## src/rtl/lmsm_sequencer_pkg.sv

```systemverilog
// Shared definitions for the LM/SM micro-sequencer: opcodes, instruction
// field positions, sequencer state encoding and a small opcode helper.
package lmsm_sequencer_pkg;

  localparam logic [3:0] OP_LM = 4'b0110;
  localparam logic [3:0] OP_SM = 4'b0111;

  localparam int OPC_MSB  = 15;
  localparam int OPC_LSB  = 12;
  localparam int RA_MSB   = 11;
  localparam int RA_LSB   = 9;
  localparam int MASK_MSB = 7;
  localparam int MASK_LSB = 0;
  // Opcode LSB distinguishes SM (1) from LM (0).
  localparam int SM_BIT   = 12;

  typedef enum logic {
    S_IDLE = 1'b0,
    S_XFER = 1'b1
  } state_e;

  // True for the two multi-register opcodes this block sequences.
  function automatic logic is_lmsm(input logic [3:0] opc);
    return (opc == OP_LM) || (opc == OP_SM);
  endfunction

endpackage

```

## src/rtl/lmsm_sequencer_prio_enc8.sv

```systemverilog
// prio_enc8: index of the lowest set bit of an 8-bit mask, plus a flag that
// is high when exactly one bit remains set.
module prio_enc8 (
  input  logic [7:0] mask_i,
  output logic [2:0] idx_o,
  output logic       single_o
);

  // Scan from the top so the lowest set bit is the last one to win.
  always_comb begin
    idx_o = 3'd0;
    for (int i = 7; i >= 0; i--) begin
      if (mask_i[i]) idx_o = 3'(i);
    end
  end

  // Exactly one bit set: non-zero and clearing the lowest bit leaves nothing.
  assign single_o = (mask_i != 8'd0) && ((mask_i & (mask_i - 8'd1)) == 8'd0);

endmodule

```

## src/rtl/lmsm_sequencer.sv

```systemverilog
// lmsm_sequencer: decode-stage micro-sequencer for LM/SM. Stalls IF/ID,
// then issues one register/memory transfer per cycle for each set bit of
// IR[7:0], lowest first, at consecutive addresses from the base register.
// Optional feature macro: LMSM_R7_REDIRECT_EN (r7_loaded pulse on LM of R7).
module lmsm_sequencer
  import lmsm_sequencer_pkg::*;
#(
  parameter int ADDR_W = 16,
  parameter int NREG   = 8
) (
  input  logic              clk,
  input  logic              reset,
  input  logic              flush,
  input  logic              valid_in,
  input  logic [15:0]       ir,
  input  logic [ADDR_W-1:0] base_data,
  input  logic              mem_ready,
  output logic [2:0]        base_ra,
  output logic              active,
  output logic              stall,
  output logic [2:0]        xfer_reg,
  output logic [ADDR_W-1:0] mem_addr,
  output logic              mem_rd,
  output logic              mem_wr,
  output logic              done,
  output logic              r7_loaded
);

  localparam int CNT_W = $clog2(NREG + 1);

  state_e              state_q;
  logic [NREG-1:0]     mask_q;
  logic                is_sm_q;
  logic [ADDR_W-1:0]   base_q;
  logic [CNT_W-1:0]    count_q;

  logic [NREG-1:0]     mask_d;
  logic [2:0]          low_idx;
  logic                last_bit;
  logic                accept;
  logic                in_xfer;
  logic                xfer_go;
  logic                last_acc;
  logic                unused_ir_bit;

  // Bit 8 of the instruction is not part of RA, opcode or mask.
  assign unused_ir_bit = ir[8];

  prio_enc8 u_prio (
    .mask_i   (mask_q),
    .idx_o    (low_idx),
    .single_o (last_bit)
  );

  assign base_ra = ir[RA_MSB:RA_LSB];

  // A zero mask is a NOP and never enters the sequencer.
  assign accept = (state_q == S_IDLE) && !reset && !flush && valid_in &&
                  is_lmsm(ir[OPC_MSB:OPC_LSB]) &&
                  (ir[MASK_MSB:MASK_LSB] != '0);

  // Reset aborts immediately, so it masks everything the XFER state drives.
  assign in_xfer  = (state_q == S_XFER) && !reset;
  // A flush kills the transfer presented in its own cycle.
  assign xfer_go  = in_xfer && !flush;
  assign last_acc = xfer_go && mem_ready && last_bit;

  assign mask_d   = mask_q & (mask_q - NREG'(1));

  assign active   = in_xfer;
  assign xfer_reg = in_xfer ? low_idx : 3'd0;
  assign mem_addr = in_xfer ? (base_q + ADDR_W'(count_q)) : '0;
  assign mem_rd   = xfer_go && !is_sm_q;
  assign mem_wr   = xfer_go && is_sm_q;
  assign done     = last_acc;
  // Stall releases in the cycle the final transfer is accepted so the next
  // instruction can enter decode right away.
  assign stall    = accept || (xfer_go && !last_acc);

  // Sequencer FSM: latch the instruction on accept, retire one mask bit per
  // accepted transfer, return to IDLE after the last one or on flush.
  always_ff @(posedge clk) begin
    if (reset) begin
      state_q <= S_IDLE;
      mask_q  <= '0;
      is_sm_q <= 1'b0;
      base_q  <= '0;
      count_q <= '0;
    end else if (flush) begin
      state_q <= S_IDLE;
      mask_q  <= '0;
      count_q <= '0;
    end else begin
      case (state_q)
        S_IDLE: begin
          if (accept) begin
            state_q <= S_XFER;
            mask_q  <= ir[MASK_MSB:MASK_LSB];
            is_sm_q <= ir[SM_BIT];
            base_q  <= base_data;
            count_q <= '0;
          end
        end
        S_XFER: begin
          if (mem_ready) begin
            mask_q  <= mask_d;
            count_q <= count_q + CNT_W'(1);
            if (last_bit) state_q <= S_IDLE;
          end
        end
        default: state_q <= S_IDLE;
      endcase
    end
  end

`ifdef LMSM_R7_REDIRECT_EN
  logic r7_q;

  // Remember whether this LM loads R7 so fetch can redirect when it completes.
  always_ff @(posedge clk) begin
    if (reset || flush) begin
      r7_q <= 1'b0;
    end else if (accept) begin
      r7_q <= ir[MASK_MSB] && !ir[SM_BIT];
    end
  end

  assign r7_loaded = last_acc && !is_sm_q && r7_q;
`else
  assign r7_loaded = 1'b0;
`endif

endmodule
```

## config.mk

```make
export PLATFORM = sky130hd
export DESIGN_NAME = lmsm_sequencer
export DESIGN_NICKNAME = d
export VERILOG_FILES = /design/src/rtl/lmsm_sequencer_pkg.sv /design/src/rtl/lmsm_sequencer_prio_enc8.sv /design/src/rtl/lmsm_sequencer.sv
export SDC_FILE = /design/constraint.sdc
export NUM_CORES = 1
export LEC_CHECK = 0
export CAP_MARGIN = 10
export CELL_PAD_IN_SITES_DETAIL_PLACEMENT = 0
export CELL_PAD_IN_SITES_GLOBAL_PLACEMENT = 1
export CORE_ASPECT_RATIO = 1.4
export CORE_MARGIN = 4
export CORE_UTILIZATION = 29
export DETAILED_ROUTE_END_ITERATION = 16
export MAX_ROUTING_LAYER = met4
export PLACE_DENSITY_LB_ADDON = 0.1
export SLEW_MARGIN = 40
export SYNTH_ARGS = -nofsm -noshare
export SYNTH_HDL_FRONTEND = slang
export SYNTH_HIERARCHICAL = 1
export SYNTH_SLANG_ARGS = --single-unit
```

## constraint.sdc

```tcl
create_clock -name clk -period 2.7 [get_ports clk]
set_input_delay 0.54 -clock clk [delete_from_list [all_inputs] [get_ports clk]]
set_output_delay 0.54 -clock clk [all_outputs]
set_load 0.05 [all_outputs]
```

After elaboration in Yosys (flattened, before gate mapping)

Index checks and enable logic that the tools add are counted.

Register bits: 30
Input bits: 37
Word-level logic and storage cells: 60

$add $sub $neg: 3
Equality and inequality tests: 4
Multiplexer cells: 20
Bitwise operators: 3
Reduce and logical (&&, ||, !) cells: 25

Operators by type and width:

| operator              | count |
|---|---|
| $mux W3               | 9 |
| $add A16 B4 Y16       | 1 |
| $mux W16              | 1 |
| $mux W8               | 2 |
| $pmux W8 S2           | 1 |
| $reduce_bool A8 Y1    | 2 |
| $logic_and A1 B1 Y1   | 13 |
| $and A8 B8 Y8         | 1 |
| $eq A4 B3 Y1 const B  | 2 |
| $logic_not A8 Y1      | 1 |
| $mux W4               | 2 |
| $pmux W4 S2           | 1 |
| $sub A8 B1 Y8 const B | 1 |
| $add A4 B1 Y4 const B | 1 |
| $logic_not A1 Y1      | 4 |
| $ne A2 B2 Y1 const B  | 2 |
| $mux W1               | 3 |
| $reduce_and A3 Y1     | 1 |
| $logic_or A1 B1 Y1    | 2 |
| $not A1 Y1            | 2 |
| $pmux W1 S2           | 1 |
| $reduce_and A2 Y1     | 1 |
| $reduce_or A2 Y1      | 1 |

Depth between registers and ports, before layout

Word-level depth: 9
Depth in mapped cells: 7
Gate-level depth less buffers: 7

Cells and area by module

The synthesis kept the hierarchy.

Modules (own cells, without submodules):

| module         | times used | cells each | area each (µm²) | seq. area each (µm²) |
|---|---|---|---|---|
| lmsm_sequencer | 1          | 224        | 1793.0          | 600.6 |
| prio_enc8      | 1          | 23         | 162.7           | 0.0 |

Worst setup path before layout

Ideal clock, no wire load.

Path type: register to output
Start: register count_q[0]
End: output port mem_addr[10]
Data arrival time: 2.465 ns
Data required time: 2.160 ns
Path slack: -0.305 ns
Stages on the path, launching flop included: 8
Cells stage by stage: dfxtp_1 -> ha_1 -> inv_1 -> fa_1 -> nand2b_1 -> a21o_1 -> or3_1 -> a21oi_1

Longest elaborated chain between the ends: 2

RTL lines:

| what                   | RTL line              | RTL |
|---|---|---|
| from (decl)            | lmsm_sequencer.sv:35  | `logic [CNT_W-1:0] count_q;` |
| from (signal assigned) | lmsm_sequencer.sv:107 | `count_q <= count_q + CNT_W'(1);` |
| $add A16 B4 Y16        | lmsm_sequencer.sv:72  | `assign mem_addr = in_xfer ? (base_q + ADDR_W'(count_q)) : '0;` |
| $mux W16               | lmsm_sequencer.sv:72  |  |
| to (decl)              | lmsm_sequencer.sv:22  | `output logic [ADDR_W-1:0] mem_addr,` |

No other way between the ends.

Worst setup path after layout

Start: register base_q[0]
End: output port mem_addr[12]

Longest elaborated chain between the ends: 2

RTL lines:

| what                   | RTL line              | RTL |
|---|---|---|
| from (decl)            | lmsm_sequencer.sv:34  | `logic [ADDR_W-1:0] base_q;` |
| from (signal assigned) | lmsm_sequencer.sv:100 | `base_q <= base_data;` |
| $add A16 B4 Y16        | lmsm_sequencer.sv:72  |  |
| $mux W16               | lmsm_sequencer.sv:72  |  |

No other way between the ends.

==> flow_summary_export.csv <==
group,metric,value,unit
logic_synthesis,syn_inst,247,
critical_path,crit_cells,8,
critical_path,crit_chain,"ha_4, inv_2, fa_2, nand2b_4, a21o_1, or3_4, a21oi_4, buf_12",
critical_path,rr_worst_depth,5,
route,firstDrtPassIters,4,
logic_synthesis,dominantRegCellSynth,"dfxtp_1",
logic_synthesis,yosysUniqueCellTypes,48,
critical_path,cp_top_family,"simple AND/OR/NAND/NOR gates",
route,dr_total_vias,2066,
logic_synthesis,syn-cell-area,0.00196,sq mm
floorplanning,start_util,0.298,
route,post_drt_wl_per_cell,15.2,microns
placement,placed_area,0.00291,sq mm
clock_tree,cts.reportedPaths.clkPinSlew,70,ps
clock_tree,cts_hold_buf,0,
layout,syn2layout_area_growth,61.3,%
critical_path,reg2reg_from,"mask_q[3]",
logic_synthesis,synth-edff-count,0,
pwr,peakVddDrop,0.156,mV
clock_tree,clkSinkCount,30,
grt,grt_pass1_vias,2164,
critical_path,worstSetupEndpoint,"mem_addr[12]",
critical_path,reg2reg_to,"state_q",
timing,period_share,0.999,
route,antenna_left,0,
pwr,total_leakage_power,1.08,nW
timing,fin_skew,7.42,ps
grt,grt-ovfl-total,0,
placement,portBuffers,56,
timing,finalHoldViolCount,0,
logic_synthesis,ys_seq_area_frac,0.307,
critical_path,crit_path_end_kind,"output pin",
timing,final-setup-viol-count,0,
critical_path,startpoint_type,"register",
timing,fmax,371,MHz
job,drv_cap,0,
route,vias_per_cell,5.22,
timing,rsz0062_at_grt,"true",
layout,n_antenna_cell,0,
grt,grt_max_degree,41,
timing,fin_crit,2700,ps
floorplanning,num_rows,35,
clock_tree,clock_latency,290,ps
layout,mostFrequentLayoutCells,"clkdlybuf4s50_1, buf_4, nand2_1, dfxtp_1, buf_12",
critical_path,crit_slowest_cell,"or3_4",
grt,grt_use_total,0.159,
critical_path,worstPathRequired,2160,ps
placement,dp.cells,385,
pwr,total_power,0.940,mW
layout,final_common_cell,"clkdlybuf4s50_1",
clock_tree,cts_buffers,5,
placement,dp.final_hpwl,4690,microns
floorplanning,die_h,105,microns
critical_path,cp_data_arrival_time,2160,ps
route,drc,0,
placement,dp_slack,87.8,ps
critical_path,critPathMaxStageDelay,380,ps
logic_synthesis,syn_nets,290,
layout,fin_area,0.00315,sq mm
outcome,status,"finished, final reports clean",
critical_path,startpoint,"base_q[0]",
logic_synthesis,ys_ff_latch,30,
floorplanning,num_io_pins,65,
clock_tree,cts_tree,"done",
floorplanning,dieArea,0.00814,sq mm
critical_path,worstSetupPathType,"reg -> out",
critical_path,path_max_fanout,4,
route,first_iter_violations,50,
clock_tree,clock_path_buffers,2,
layout,drive_above_1_share,0.298,
layout,instances_no_fill,396,
timing,setup_ws,2.27,ps
floorplanning,coreArea,0.00657,sq mm
layout,n_fill_cell,641,
layout,nets,364,
clock_tree,htreeDepth,2,
worst_hold_path,hold_start,"count_q[1]",
logic_synthesis,syn_area_per_cell,7.92,sq um
grt,grt_pass1_wl,10100,microns
logic_synthesis,ys_warn_count,6,
grt,antenna_found_initial,0,
critical_path,rrSetupSlack,1040,ps
clock_tree,cts-root-buf,"clkbuf_8",
floorplanning,die_w,77.4,microns
pwr,p_per_area,298,mW/mm^2
critical_path,crit_buf_inv,2,
placement,gp_congestion,0.845,
timing,drv_slew,0,
route,wl,6010,microns
worst_hold_path,hp-class,"reg -> reg",
logic_synthesis,synthArstFlopShare,0,
[synthesized netlist by cell type, drive strengths merged, types with 2 or more instances]
cell type / count / share of area
and3: 3 / 0.0096
a221o: 3 / 0.015
nor2: 21 / 0.040
o211ai: 2 / 0.0077
nand2: 27 / 0.052
o21ai: 18 / 0.046
dfxtp: 30 / 0.31
nand2b: 16 / 0.051
a21o: 4 / 0.015
mux2i: 8 / 0.041
clkbuf: 4 / 0.0077
o31ai: 7 / 0.027
a211oi: 3 / 0.012
nand3: 4 / 0.010
buf: 9 / 0.029
nor4: 5 / 0.016
o41ai: 2 / 0.0090
ha: 5 / 0.032
or3: 5 / 0.016
xnor2: 4 / 0.018
a2111oi: 2 / 0.028
a21oi: 14 / 0.036
and2: 6 / 0.019
or4: 3 / 0.013
nand4: 5 / 0.016
nor3: 8 / 0.020
inv: 12 / 0.023
[worst reg2reg max path, delay by kind of cell, from the launching register on]
family	cells	cell delay, ps
AOI/OAI and AO/OA	3	590
DFF	1	360
and+or+nand+nor	2	630
[cell type report]
cell class	instances	area (sq um)	area share
multi-input combinational	192	1380	0.437
timing repair buffer	80	922	0.292
sequential	30	621	0.197
tap	74	92.6	0.0294
clock buffer	6	82.6	0.0262
inverter	12	45.0	0.0143
clock inverter	2	12.5	0.00397
[registers in the layout, indices dropped and copies added (netlist names)]
register and cells:
count_q 4, is_sm_q 1, state_q 1, mask_q 8
base_q 16
[kinds of logic after synthesis]
logic type                 Yosys count  share of synthesized area
AOI/OAI and AO/OA                   63                      0.234
xor gates and xnor gates             5                     0.0224
adders and majority gates            7                     0.0473
buffers and inverters               25                     0.0595
DFF                                 30                      0.307
muxes                                9                     0.0467
other                                1                    0.00192
and+or+nand+nor                    107                      0.281
[power breakdown]
group	total [mW]	leakage, nW	switching, mW	internal, mW
registers	0.449	0.248	0.00540	0.444
clock network	0.385	0.0472	0.180	0.205
logic	0.106	0.789	0.0418	0.0641
[per-layer routing]
| layer | vias to the layer above | GRT usage | routed length [microns] |
|---|---|---|---|
| met2 | 51 | 0.294 | 3350 |
| met3 | 12 | 0.0267 | 256 |
| met5 | - | - | 0 |
| met1 | 967 | 0.165 | 2280 |
| li1 | 1036 | - | - |
| met4 | 0 | 0.0636 | 121 |
[how the worst min path moves through the flow]
| stage | endpoint | depth (start not counted) |
|---|---|---|
| 2_1_floorplan | base_q[3] | 2 |
| 3_3_place_gp | base_q[3] | 2 |
| 3_5_place_dp | base_q[3] | 2 |
| 4_1_cts | count_q[1] | 2 |
| 5_1_grt | count_q[2] | 2 |
| 6_report | count_q[1] | 2 |
[stage by stage]
| stage | TNS (ps) | utilization | hold slack (ps) |
|---|---|---|---|
| floorplan | -355 | - | 454 |
| global placement | 0 | 0.442 | 479 |
| detailed placement | 0 | 0.442 | 479 |
| CTS | -38.4 | 0.474 | 489 |
| global route | -424 | 0.480 | 513 |
| finish | 0 | 0.480 | 487 |
[what timing repair did]
item,in CTS,in global routing
pin swaps,8,6
setup endpoints to repair,12,14
resized for setup,20,16
buffers inserted,3,0
cloned,0,0
Note: power is estimated with default switching activity, not from simulation.
